==> config.mk <==
export PLATFORM = sky130hd
export DESIGN_NAME = bv8_inv_pipe
export DESIGN_NICKNAME = d
export VERILOG_FILES = /design/src/rtl/bv8_inv_pipe.sv
export SDC_FILE = /design/constraint.sdc
export NUM_CORES = 1
export LEC_CHECK = 0
export CAP_MARGIN = 30
export CORE_MARGIN = 10
export CORE_UTILIZATION = 40
export CTS_CLUSTER_DIAMETER = 80
export DETAILED_ROUTE_END_ITERATION = 12
export PLACE_DENSITY = 0.58
export SYNTH_ARGS = -nofsm -noshare
export SYNTH_HDL_FRONTEND = slang
export SYNTH_SLANG_ARGS = --single-unit
==> constraint.sdc <==
create_clock -name in_clock -period 2.4 [get_ports in_clock]
set_input_delay 0.48 -clock in_clock [delete_from_list [all_inputs] [get_ports in_clock]]
set_output_delay 0.48 -clock in_clock [all_outputs]
set_load 0.02 [all_outputs]
==> src/rtl/bv8_inv_pipe.sv <==
// bv8_inv_pipe: 3-stage GF(2^8) inverter on the normal-basis tower GF(((2^2)^2)^2); BV8_INV_PIPE_ZERO_FLAG_EN adds out_zero.
// Latency 3 cycles, sustained throughput 1 byte/cycle.
// Backpressure: a full stage freezes while its successor stalls; bubbles collapse forward and out_ready = stage-1 advance.

package bv8_inv_pkg;

    // GF(2^2) in normal basis {W^2, W}: bit 1 = W^2 coefficient, bit 0 = W coefficient.
    function automatic logic [1:0] gf2_mul(input logic [1:0] x, input logic [1:0] y);
        logic e;
        e = (x[1] ^ x[0]) & (y[1] ^ y[0]);
        return {(x[1] & y[1]) ^ e, (x[0] & y[0]) ^ e};
    endfunction

    function automatic logic [1:0] gf2_sq(input logic [1:0] x);
        return {x[0], x[1]};
    endfunction

    // Scale by N = W^2.
    function automatic logic [1:0] gf2_scl_n(input logic [1:0] x);
        return {x[0], x[1] ^ x[0]};
    endfunction

    // Scale by N^2 = W.
    function automatic logic [1:0] gf2_scl_n2(input logic [1:0] x);
        return {x[1] ^ x[0], x[1]};
    endfunction

    // nu * x^2 in GF(2^4), nu being the norm of the GF(2^8)/GF(2^4) basis element.
    function automatic logic [3:0] bv4_sq_scl(input logic [3:0] x);
        return {gf2_sq(x[3:2] ^ x[1:0]), gf2_scl_n2(gf2_sq(x[1:0]))};
    endfunction

    // GF(2^4) inverse; the GF(2^2) inverse is a bit swap, so 0 maps to 0 naturally.
    function automatic logic [3:0] bv4_inv(input logic [3:0] x);
        logic [1:0] a;
        logic [1:0] b;
        logic [1:0] e;
        a = x[3:2];
        b = x[1:0];
        e = gf2_sq(gf2_scl_n(gf2_sq(a ^ b)) ^ gf2_mul(a, b));
        return {gf2_mul(e, b), gf2_mul(e, a)};
    endfunction

endpackage

// bv4_mul: GF(2^4) normal-basis multiplier, purely combinational.
module bv4_mul
    import bv8_inv_pkg::*;
(
    input  logic [3:0] a_i,
    input  logic [3:0] b_i,
    output logic [3:0] p_o
);

    logic [1:0] e;

    assign e   = gf2_scl_n(gf2_mul(a_i[3:2] ^ a_i[1:0], b_i[3:2] ^ b_i[1:0]));
    assign p_o = {gf2_mul(a_i[3:2], b_i[3:2]) ^ e, gf2_mul(a_i[1:0], b_i[1:0]) ^ e};

endmodule

module bv8_inv_pipe
    import bv8_inv_pkg::*;
#(
    parameter int TAG_W = 4
) (
    input  logic             in_clock,
    input  logic             in_reset_n,
    input  logic             in_valid,
    output logic             out_ready,
    input  logic [7:0]       in_data,
    input  logic [TAG_W-1:0] in_tag,
    output logic             out_valid,
    input  logic             in_ready,
    output logic [7:0]       out_data,
    output logic [TAG_W-1:0] out_tag
`ifdef BV8_INV_PIPE_ZERO_FLAG_EN
    ,
    output logic             out_zero
`endif
);

    logic             v1_q, v2_q, v3_q;
    logic             adv1, adv2, adv3;

    logic [3:0]       s1_ah_q, s1_al_q, s1_d_q;
    logic [TAG_W-1:0] s1_tag_q;
    logic [3:0]       s2_ah_q, s2_al_q, s2_dinv_q;
    logic [TAG_W-1:0] s2_tag_q;
    logic [7:0]       s3_dat_q;
    logic [TAG_W-1:0] s3_tag_q;

    logic [3:0]       ahl_prod;
    logic [3:0]       s1_d_d;
    logic [3:0]       s2_dinv_d;
    logic [3:0]       s3_hi_d, s3_lo_d;

    assign adv3 = in_ready | ~v3_q;
    assign adv2 = adv3 | ~v2_q;
    assign adv1 = adv2 | ~v1_q;

    assign out_ready = adv1;
    assign out_valid = v3_q;
    assign out_data  = s3_dat_q;
    assign out_tag   = s3_tag_q;

    bv4_mul u_mul_s1 (
        .a_i (in_data[7:4]),
        .b_i (in_data[3:0]),
        .p_o (ahl_prod)
    );

    assign s1_d_d    = ahl_prod ^ bv4_sq_scl(in_data[7:4] ^ in_data[3:0]);
    assign s2_dinv_d = bv4_inv(s1_d_q);

    // High output nibble pairs with al and low with ah: the normal basis swaps roles on inversion.
    bv4_mul u_mul_hi (
        .a_i (s2_al_q),
        .b_i (s2_dinv_q),
        .p_o (s3_hi_d)
    );

    bv4_mul u_mul_lo (
        .a_i (s2_ah_q),
        .b_i (s2_dinv_q),
        .p_o (s3_lo_d)
    );

    always_ff @(posedge in_clock or negedge in_reset_n) begin
        if (!in_reset_n) begin
            v1_q <= 1'b0;
            v2_q <= 1'b0;
            v3_q <= 1'b0;
        end else begin
            if (adv1) v1_q <= in_valid;
            if (adv2) v2_q <= v1_q;
            if (adv3) v3_q <= v2_q;
        end
    end

    // Data registers load only with a real byte, so bubbles never disturb held values.
    always_ff @(posedge in_clock or negedge in_reset_n) begin
        if (!in_reset_n) begin
            s1_ah_q  <= '0;
            s1_al_q  <= '0;
            s1_d_q   <= '0;
            s1_tag_q <= '0;
        end else if (adv1 && in_valid) begin
            s1_ah_q  <= in_data[7:4];
            s1_al_q  <= in_data[3:0];
            s1_d_q   <= s1_d_d;
            s1_tag_q <= in_tag;
        end
    end

    always_ff @(posedge in_clock or negedge in_reset_n) begin
        if (!in_reset_n) begin
            s2_ah_q   <= '0;
            s2_al_q   <= '0;
            s2_dinv_q <= '0;
            s2_tag_q  <= '0;
        end else if (adv2 && v1_q) begin
            s2_ah_q   <= s1_ah_q;
            s2_al_q   <= s1_al_q;
            s2_dinv_q <= s2_dinv_d;
            s2_tag_q  <= s1_tag_q;
        end
    end

    always_ff @(posedge in_clock or negedge in_reset_n) begin
        if (!in_reset_n) begin
            s3_dat_q <= '0;
            s3_tag_q <= '0;
        end else if (adv3 && v2_q) begin
            s3_dat_q <= {s3_hi_d, s3_lo_d};
            s3_tag_q <= s2_tag_q;
        end
    end

`ifdef BV8_INV_PIPE_ZERO_FLAG_EN
    logic z1_q, z2_q, z3_q;

    always_ff @(posedge in_clock or negedge in_reset_n) begin
        if (!in_reset_n) begin
            z1_q <= 1'b0;
            z2_q <= 1'b0;
            z3_q <= 1'b0;
        end else begin
            if (adv1 && in_valid) z1_q <= (in_data == 8'h00);
            if (adv2 && v1_q)     z2_q <= z1_q;
            if (adv3 && v2_q)     z3_q <= z2_q;
        end
    end

    assign out_zero = z3_q;
`endif

endmodule

# After elaboration in Yosys (flattened, before gate mapping)
# Index checks and enable logic that the tools add are counted.
# Widths: inputs -> output; s select.
# word_totals
reg_bits	47
input_bits	16
out_inout_bits	14
word_cells	121
# op_classes
n_bitwise	105
reduce_logical	3
# ops
cell	count
$xor 1x1->1	47
$and 1x1->1	36
$xor 2x2->2	14
$xor 4x4->4	2
$logic_and 1x1->1	3
$not 1->1	3
$or 1x1->1	3

# Longest topological paths before layout
# Gate-level depths: netlist of the first run.
# depth
ltp_word	7
ltp_mapped	6
mapped_depth_nobuf	6

# By module
# Synthesis of the first run repeated with hierarchy kept, for this count alone.
# unflattened
hier_cells	242
hier_area_um2	2871.5
# modules_own_cells
module	instances	cells_per_inst	area_per_inst_um2	seq_area_each_um2
bv8_inv_pipe	1	149	2068.2	1176.1
bv4_mul	3	31	267.8	0.0

# Worst setup path before layout of the first run
# Ideal clock, no wire load.
# synth_path
path_type	flip-flop to flip-flop
from	register s1_d_q[0]
to	register s2_dinv_q[0]
setup_ps	127
arrival_time_ps	1709
required_time_ps	2273
slack_ps	564
stages_incl_launch_ff	6
n_path_buf	0
synth_period_minus_slack_ps	1836
cell_sequence	dfrtp_1 ha_1 xnor2_1 xor3_1 a221oi_1 nor2_1
# synth_via
elab_chain_len	7
elab_cells_between_ends	12
classes_between	12 x bitwise
# synth_lines
element	line	source
from (decl)	86	logic [3:0] s1_ah_q, s1_al_q, s1_d_q;
from (signal assigned)	146	s1_d_q <= '0;
from (signal assigned)	151	s1_d_q <= s1_d_d;
$xor 1x1->1	10	e = (x[1] ^ x[0]) & (y[1] ^ y[0]);
$and 1x1->1	10	
$xor 1x1->1	11	return {(x[1] & y[1]) ^ e, (x[0] & y[0]) ^ e};
$xor 2x2->2 (*)	40	e = gf2_sq(gf2_scl_n(gf2_sq(a ^ b)) ^ gf2_mul(a, b));
$xor 1x1->1	10	
$and 1x1->1	10	
$xor 1x1->1 (*)	11	
to (signal assigned)	165	s2_dinv_q <= s2_dinv_d;
to (decl)	88	logic [3:0] s2_ah_q, s2_al_q, s2_dinv_q;
# Every way passes the cells marked *; elsewhere a longest branch is shown, timed or not.
# A chain may end at the register's enable or synchronous reset.

# Final worst setup path of the first run
# layout_path
from	input port in_ready
to	output port out_ready
# layout_via
elab_chain_len	3
# layout_lines
element	line	source
from (decl)	74	input logic in_ready,
$or 1x1->1	98	assign adv3 = in_ready | ~v3_q;
$or 1x1->1	99	assign adv2 = adv3 | ~v2_q;
$or 1x1->1	100	assign adv1 = adv2 | ~v1_q;
to (decl)	70	output logic out_ready,
# No other way between the ends.

==> results of run 1 <==
[state kept, by name, indices dropped and copies added, names as in the netlist]
signal,flops
out_data,8
out_tag,4
out_valid,1
s1_ah_q,4
s1_al_q,4
s1_d_q,4
s1_tag_q,4
s2_ah_q,4
s2_al_q,4
s2_dinv_q,4
s2_tag_q,4
v1_q,1
v2_q,1
[power groups by stage]
stage | Sequential, W | Clock (W) | Combinational (W)
final | 0.00128 | 0.000563 | 0.00200
after global routing | 0.00133 | 0.000611 | 0.00224
after CTS | 0.00129 | 0.000585 | 0.00204
after detailed placement | 0.00130 | 0 | 0.00203
after global placement | 0.00130 | 0 | 0.00200
after floorplan | 0.00130 | 0 | 0.00157
[per-layer routing]
metal,routed length (µm),vias to the layer above
met2,2220,35
met5,0,-
met4,69,0
li1,-,1009
met3,206,5
met1,2440,887
[final cells by class]
| class | instances | area share, % |
|---|---|---|
| multi-input cells | 215 | 46.7 |
| flip-flops and latches | 47 | 35.4 |
| repair buffers | 39 | 10.8 |
| well taps | 96 | 3.61 |
| clock buffers | 5 | 2.07 |
| clock inverters | 2 | 1.13 |
| inverters | 2 | 0.226 |
[how the worst max path moves through the flow]
stage / startpoint / end / slack [ns] / cells past startpoint
after global routing: s1_d_q[0] / s2_dinv_q[0] / 0.09 / 5
after detailed placement: in_data[3] / s1_d_q[2] / 0.17 / 7
after global placement: in_data[3] / s1_d_q[2] / 0.15 / 7
after CTS: in_ready / out_ready / 0.16 / 3
final: in_ready / out_ready / 0.17 / 3
after floorplan: s1_d_q[0] / s2_dinv_q[0] / 0.56 / 5
[stage by stage]
step | hold WS (ns) | instances | total power (W) | utilization (%) | setup slack, ns
5_1_grt | 0.305 | 406 | 0.00419 | 48.9 | 0.0905
3_5_place_dp | 0.454 | 399 | 0.00333 | 47.3 | 0.168
2_1_floorplan | 0.184 | 277 | 0.00287 | - | 0.564
6_report | 0.256 | 406 | 0.00385 | 48.9 | 0.168
4_1_cts | 0.277 | 406 | 0.00391 | 48.9 | 0.162
3_3_place_gp | 0.449 | 399 | 0.00330 | 47.3 | 0.152
[synthesized netlist by cell type, types with 2 or more instances]
cell type	n	area share [%]
xor2_1	15	4.7
mux2i_1	4	1.4
and3_1	2	0.45
dfrtp_1	47	42
a22oi_1	3	0.80
nor4_1	2	0.45
nand2_1	58	7.8
xnor2_2	3	1.7
o21ai_0	11	2.0
o21ai_1	5	0.89
nor2_1	17	2.3
a32oi_1	3	0.94
mux2_2	23	9.2
nand2b_1	11	2.5
clkbuf_1	7	0.94
a21oi_1	2	0.36
a221oi_1	2	0.62
a221oi_2	2	1.1
ha_1	6	2.7
nor2b_1	4	0.89
buf_2	3	0.53
inv_1	2	0.27
xnor2_1	29	9.0
buf_6	2	0.80
xnor3_1	2	1.6
[kinds of logic after synthesis]
group | share of synthesized area [%]
AO/OA/AOI/OAI | 8.33
multiplexers | 10.7
buffers and inverters | 2.81
flip-flops | 41.9
AND/OR/NAND/NOR | 15.7
XOR/XNOR | 17.9
adder cells (fa/ha/maj) | 2.67
[worst max-delay path: stages]
cell,delay [ns]
clkdlybuf4s50_1,0.48
nand4b_1,0.16
clkdlybuf4s50_1,0.63
[cell usage in the layout, fill, tap and decap left out, drive strengths merged, types with 5 or more instances in the layout]
cell           Yosys  routed
nand2             58      58
mux2              23      23
buf                6      11
dfrtp             47      47
o21ai             16      16
nor2              17      17
xor2              15      15
clkdlybuf4s50      0      28
nand2b            11      11
ha                 6       6
clkbuf             7       5
xnor2             32      32
==> results.ini, run 1 <==
[logic_synthesis]
synth_fp_nets = 299
synthArstFlopShare_pct = 100
syn_inst = 277
synth_area_um2 = 2810
synth_area_per_cell_um2 = 10.1
ys.flop_type = dfrtp_1
ys.warnings.count = 0
synth_cell_types = 37
synth_edf_count = 0
postSynthRegisterBits = 47
seq_area_frac_synth_pct = 41.9

[critical_path]
critical_path_class = input port to output port
r2r_setup_slack_ns = 0.31
end_kind = output port
r2r-start = s1_d_q[0]
cp.required_ns = 1.92
critPathLaunchType = input port
cp_max_fo = 3
r2r_cells = 5
worst-endpoint-arrival_ns = 1.75
r2r-end = s2_dinv_q[0]

[floorplanning]
dieArea_um2 = 10800
ios = 30
dieHeight_um = 104
rows = 30
initial_core_util_pct = 41.3
core_area_um2 = 6790
die_width_um = 104

[grt]
grt_antenna_before_repair = 0
grt_max_degree = 48
grt_pass1_vias = 1880
top_usage_layer = met2
grt_pass1_wl_um = 8660
gr-usage-met2_pct = 15.3
grt-ovfl-total = 0
met3_usage_pct = 2.54
track_usage_pct = 9.45
grt_util_met1_pct = 11.7

[timing]
finalMaxSlewViolations = 0
fmax_mhz = 448
clock_skew_ns = 0.00497
rsz0062_at_grt = no
min_period_ns = 2.23
period_share_pct = 93.0
setup_tns_ns = 0
setup_viol = 0
worst_pin_slew_ns = 0.576
finalHoldViolCount = 0
maxSlewHeadroom_pct = 61.6

[finish]
stdcell_area_um2 = 3320
area.sequential_um2 = 1180
drive_gt1_share_pct = 15.8
syn2layout_area_growth_pct = 18.4
nets = 332
fillCellCount = 666
multi_input_area_um2 = 1550
num_antenna_cells = 0

[clock_network]
cts_tree = yes
hold_buffers = 0
cts_buffers = 5
cts_max_level = 2
postCtsResizedCells = 0
cts_root_buf = clkbuf_8
clk_latency_ns = 0.30
post_cts_buffers = 0
cts_num_sinks = 47
path_clk_slew_ns = 0.08
clockBufferDepth = 2

[placed_design]
placed_area_um2 = 3220
port_buffers = 29
place_hpwl_um = 3820
place_congestion = 0.785

[pwr]
power_switching_w = 0.00146
sw_frac_of_total_pct = 37.8
p_seq_share_pct = 33.3
vdd_drop_max_mv = 0.382
leakagePower_nw = 1.45
pwr-share-clk_pct = 14.6
power.internal_w = 0.00239
power.density_nw_per_um2 = 1160
pwr-share-comb_pct = 52.1

[route]
drt_iter0_markers = 73
postRouteAntennaNets = 0
vias_per_cell = 4.77
drt_pre_antenna_iters = 4
drt_wl_total_um = 4940
vias = 1936
drcViolationCount = 0
wl_per_cell_um = 12.2

[status]
status = finished, final reports clean

[min_path]
hp-class = input port to asynchronous set/reset pin

[run]
maxCapViolations = 0

Power figures use the tool's default switching activity.
==> run 2, diff against run 1 <==
--- a/config.mk
+++ b/config.mk
@@ -6,10 +6,12 @@
 export NUM_CORES = 1
 export LEC_CHECK = 0
 export CAP_MARGIN = 30
+export CORE_ASPECT_RATIO = 0.75
 export CORE_MARGIN = 10
 export CORE_UTILIZATION = 40
 export CTS_CLUSTER_DIAMETER = 80
 export DETAILED_ROUTE_END_ITERATION = 12
+export GPL_ROUTABILITY_DRIVEN = 0
 export PLACE_DENSITY = 0.58
 export SYNTH_ARGS = -nofsm -noshare
 export SYNTH_HDL_FRONTEND = slang
==> results.ini, run 2 (synthesis results as in run 1) <==
[status]
status = finished, final reports clean

[clock_network]
postCtsResizedCells = 0  ; unchanged
clockBufferDepth = 2  ; unchanged
cts_max_level = 2  ; unchanged
clk_latency_ns = 0.30  ; about the same
cts_buffers = 5  ; unchanged
cts_num_sinks = 47  ; unchanged
cts_root_buf = clkbuf_8
path_clk_slew_ns = 0.09  ; about the same
cts_tree = yes
hold_buffers = 0  ; unchanged
post_cts_buffers = 0  ; unchanged

[route]
vias_per_cell = 4.83  ; +1.3%
drcViolationCount = 0  ; unchanged
wl_per_cell_um = 13.3  ; +9.2%
postRouteAntennaNets = 0  ; unchanged
drt_wl_total_um = 5200  ; +5.5%
drt_iter0_markers = 75  ; +2.7%
drt_pre_antenna_iters = 4  ; unchanged
vias = 1894  ; -2.2%

[critical_path]
cp_slowest_cell = clkdlybuf4s50_1
cp_max_fo = 3  ; unchanged
critPathLaunchType = input port
crit_path_cell_trace = clkdlybuf4s50_1 -> nand4b_1 -> clkdlybuf4s50_1
worst-endpoint-arrival_ns = 1.76  ; about the same
critical_path_class = input port to output port
end_kind = output port
cp_slowest_stage_delay_ns = 0.63  ; about the same
path_delay_family = buffers and inverters
r2r-start = s1_d_q[0]
r2r_setup_slack_ns = 0.35  ; +0.04 ns
cp.required_ns = 1.92  ; about the same
crit_buf_inv = 2  ; unchanged
cp_common_cell = clkdlybuf4s50_1
r2r-end = s2_dinv_q[2]
r2r_cells = 5  ; unchanged

[grt]
grt-ovfl-total = 0  ; unchanged
grt_pass1_vias = 1849  ; -1.6%
track_usage_pct = 10.0  ; +0.60 points
grt_pass1_wl_um = 8990  ; +3.8%
grt_max_degree = 29  ; -40%
grt_antenna_before_repair = 0  ; unchanged

[timing]
finalMaxSlewViolations = 0  ; unchanged
min_period_ns = 2.24  ; +0.00794 ns
maxSlewHeadroom_pct = 58.7  ; -2.9 points
worst_pin_slew_ns = 0.619  ; +0.0437 ns
clock_skew_ns = 0.00816  ; +0.00319 ns
rsz0062_at_grt = no
period_share_pct = 93.3  ; +0.33 points
setup_viol = 0  ; unchanged
fmax_mhz = 446  ; -0.35%
setup_tns_ns = 0  ; unchanged
finalHoldViolCount = 0  ; unchanged

[finish]
area.sequential_um2 = 1180  ; unchanged
layout_commonest_cell = nand2_1
postLayoutCoreUtil_pct = 48.0  ; -0.93 points
drive_gt1_share_pct = 15.3  ; -0.55 points
syn2layout_area_growth_pct = 16.8
fillCellCount = 662  ; -0.60%
nets = 329  ; -0.90%
num_antenna_cells = 0  ; unchanged
largest_reg_flops = 8  ; unchanged
multi_input_area_um2 = 1550  ; unchanged
layout_common_cells = nand2_1 (58), dfrtp_1 (47), xnor2_1 (29), clkdlybuf4s50_1 (28), mux2_2 (23)

[floorplanning]
core_area_um2 = 6830  ; +0.55%
initial_core_util_pct = 41.1  ; -0.23 points
ios = 30  ; unchanged
rows = 26  ; -13%
dieHeight_um = 92.6  ; -11%
die_width_um = 117  ; +12%
dieArea_um2 = 10800  ; +0.32%

[pwr]
leakagePower_nw = 1.44  ; -1.2%
vdd_drop_max_mv = 0.397  ; +3.8%
power.density_nw_per_um2 = 1160  ; about the same

[min_path]
hp-class = input port to asynchronous set/reset pin

[placed_design]
port_buffers = 29  ; unchanged
place_hpwl_um = 4040  ; +5.7%

[run]
maxCapViolations = 0  ; unchanged

==> run 2: area by class of cell <==
cell class,instances,area share [%]
Timing Repair Buffer,36,10.3
Clock buffer,6,2.52
Multi-Input combinational cell,215,47.4
Inverter,2,0.229
Tap cell,84,3.21
Sequential cell,47,35.9
Clock inverter,2,0.496
==> run 2: routing by layer <==
metal	vias to the layer above	wire (µm)	share of wire (%)	global-route usage (%)
met5	-	0	0	0
met4	0	45	0.86	2.77
met3	4	252	4.8	2.51
met2	32	2100	40	14.5
met1	870	2800	54	14.4
li1	988	-	-	-
==> run 2: how the worst max path moves through the flow <==
stage                    start           end  slack, ns  cells past startpoint
finish                in_ready     out_ready       0.16                      3
global route          in_ready     out_ready       0.11                      3
CTS                   in_ready     out_ready       0.15                      3
detailed placement  in_data[3]     s1_d_q[1]       0.11                      6
global placement    in_data[1]     s1_d_q[1]       0.16                      6
floorplan            s1_d_q[0]  s2_dinv_q[0]       0.56                      5
==> run 2: worst register-to-register path, cell delays in order, from the launching register on <==
cell and delay, ns:
dfrtp_1 0.46, ha_1 0.33, xnor2_1 0.42, xor3_1 0.32, a221oi_1 0.34, nor2_1 0.08
==> run 2: metrics by stage <==
step | hold WS, ns | worst slack (ns) | area, µm² | total power (W) | instances
after floorplan | 0.184 | 0.564 | 2810 | 0.00287 | 277
after global placement | 0.446 | 0.155 | 3180 | 0.00330 | 384
after detailed placement | 0.452 | 0.109 | 3180 | 0.00333 | 384
after CTS | 0.210 | 0.152 | 3280 | 0.00386 | 392
after global routing | 0.241 | 0.111 | 3280 | 0.00415 | 392
final | 0.178 | 0.160 | 3280 | 0.00380 | 392
==> run 2: power breakdown <==
| group | total, W | switching, W | internal [W] |
|---|---|---|---|
| Sequential | 0.00129 | 0.000265 | 0.00102 |
| Clock | 0.000514 | 0.000279 | 0.000236 |
| Combinational | 0.00200 | 0.000934 | 0.00106 |
| Total | 0.00380 | 0.00148 | 0.00232 |
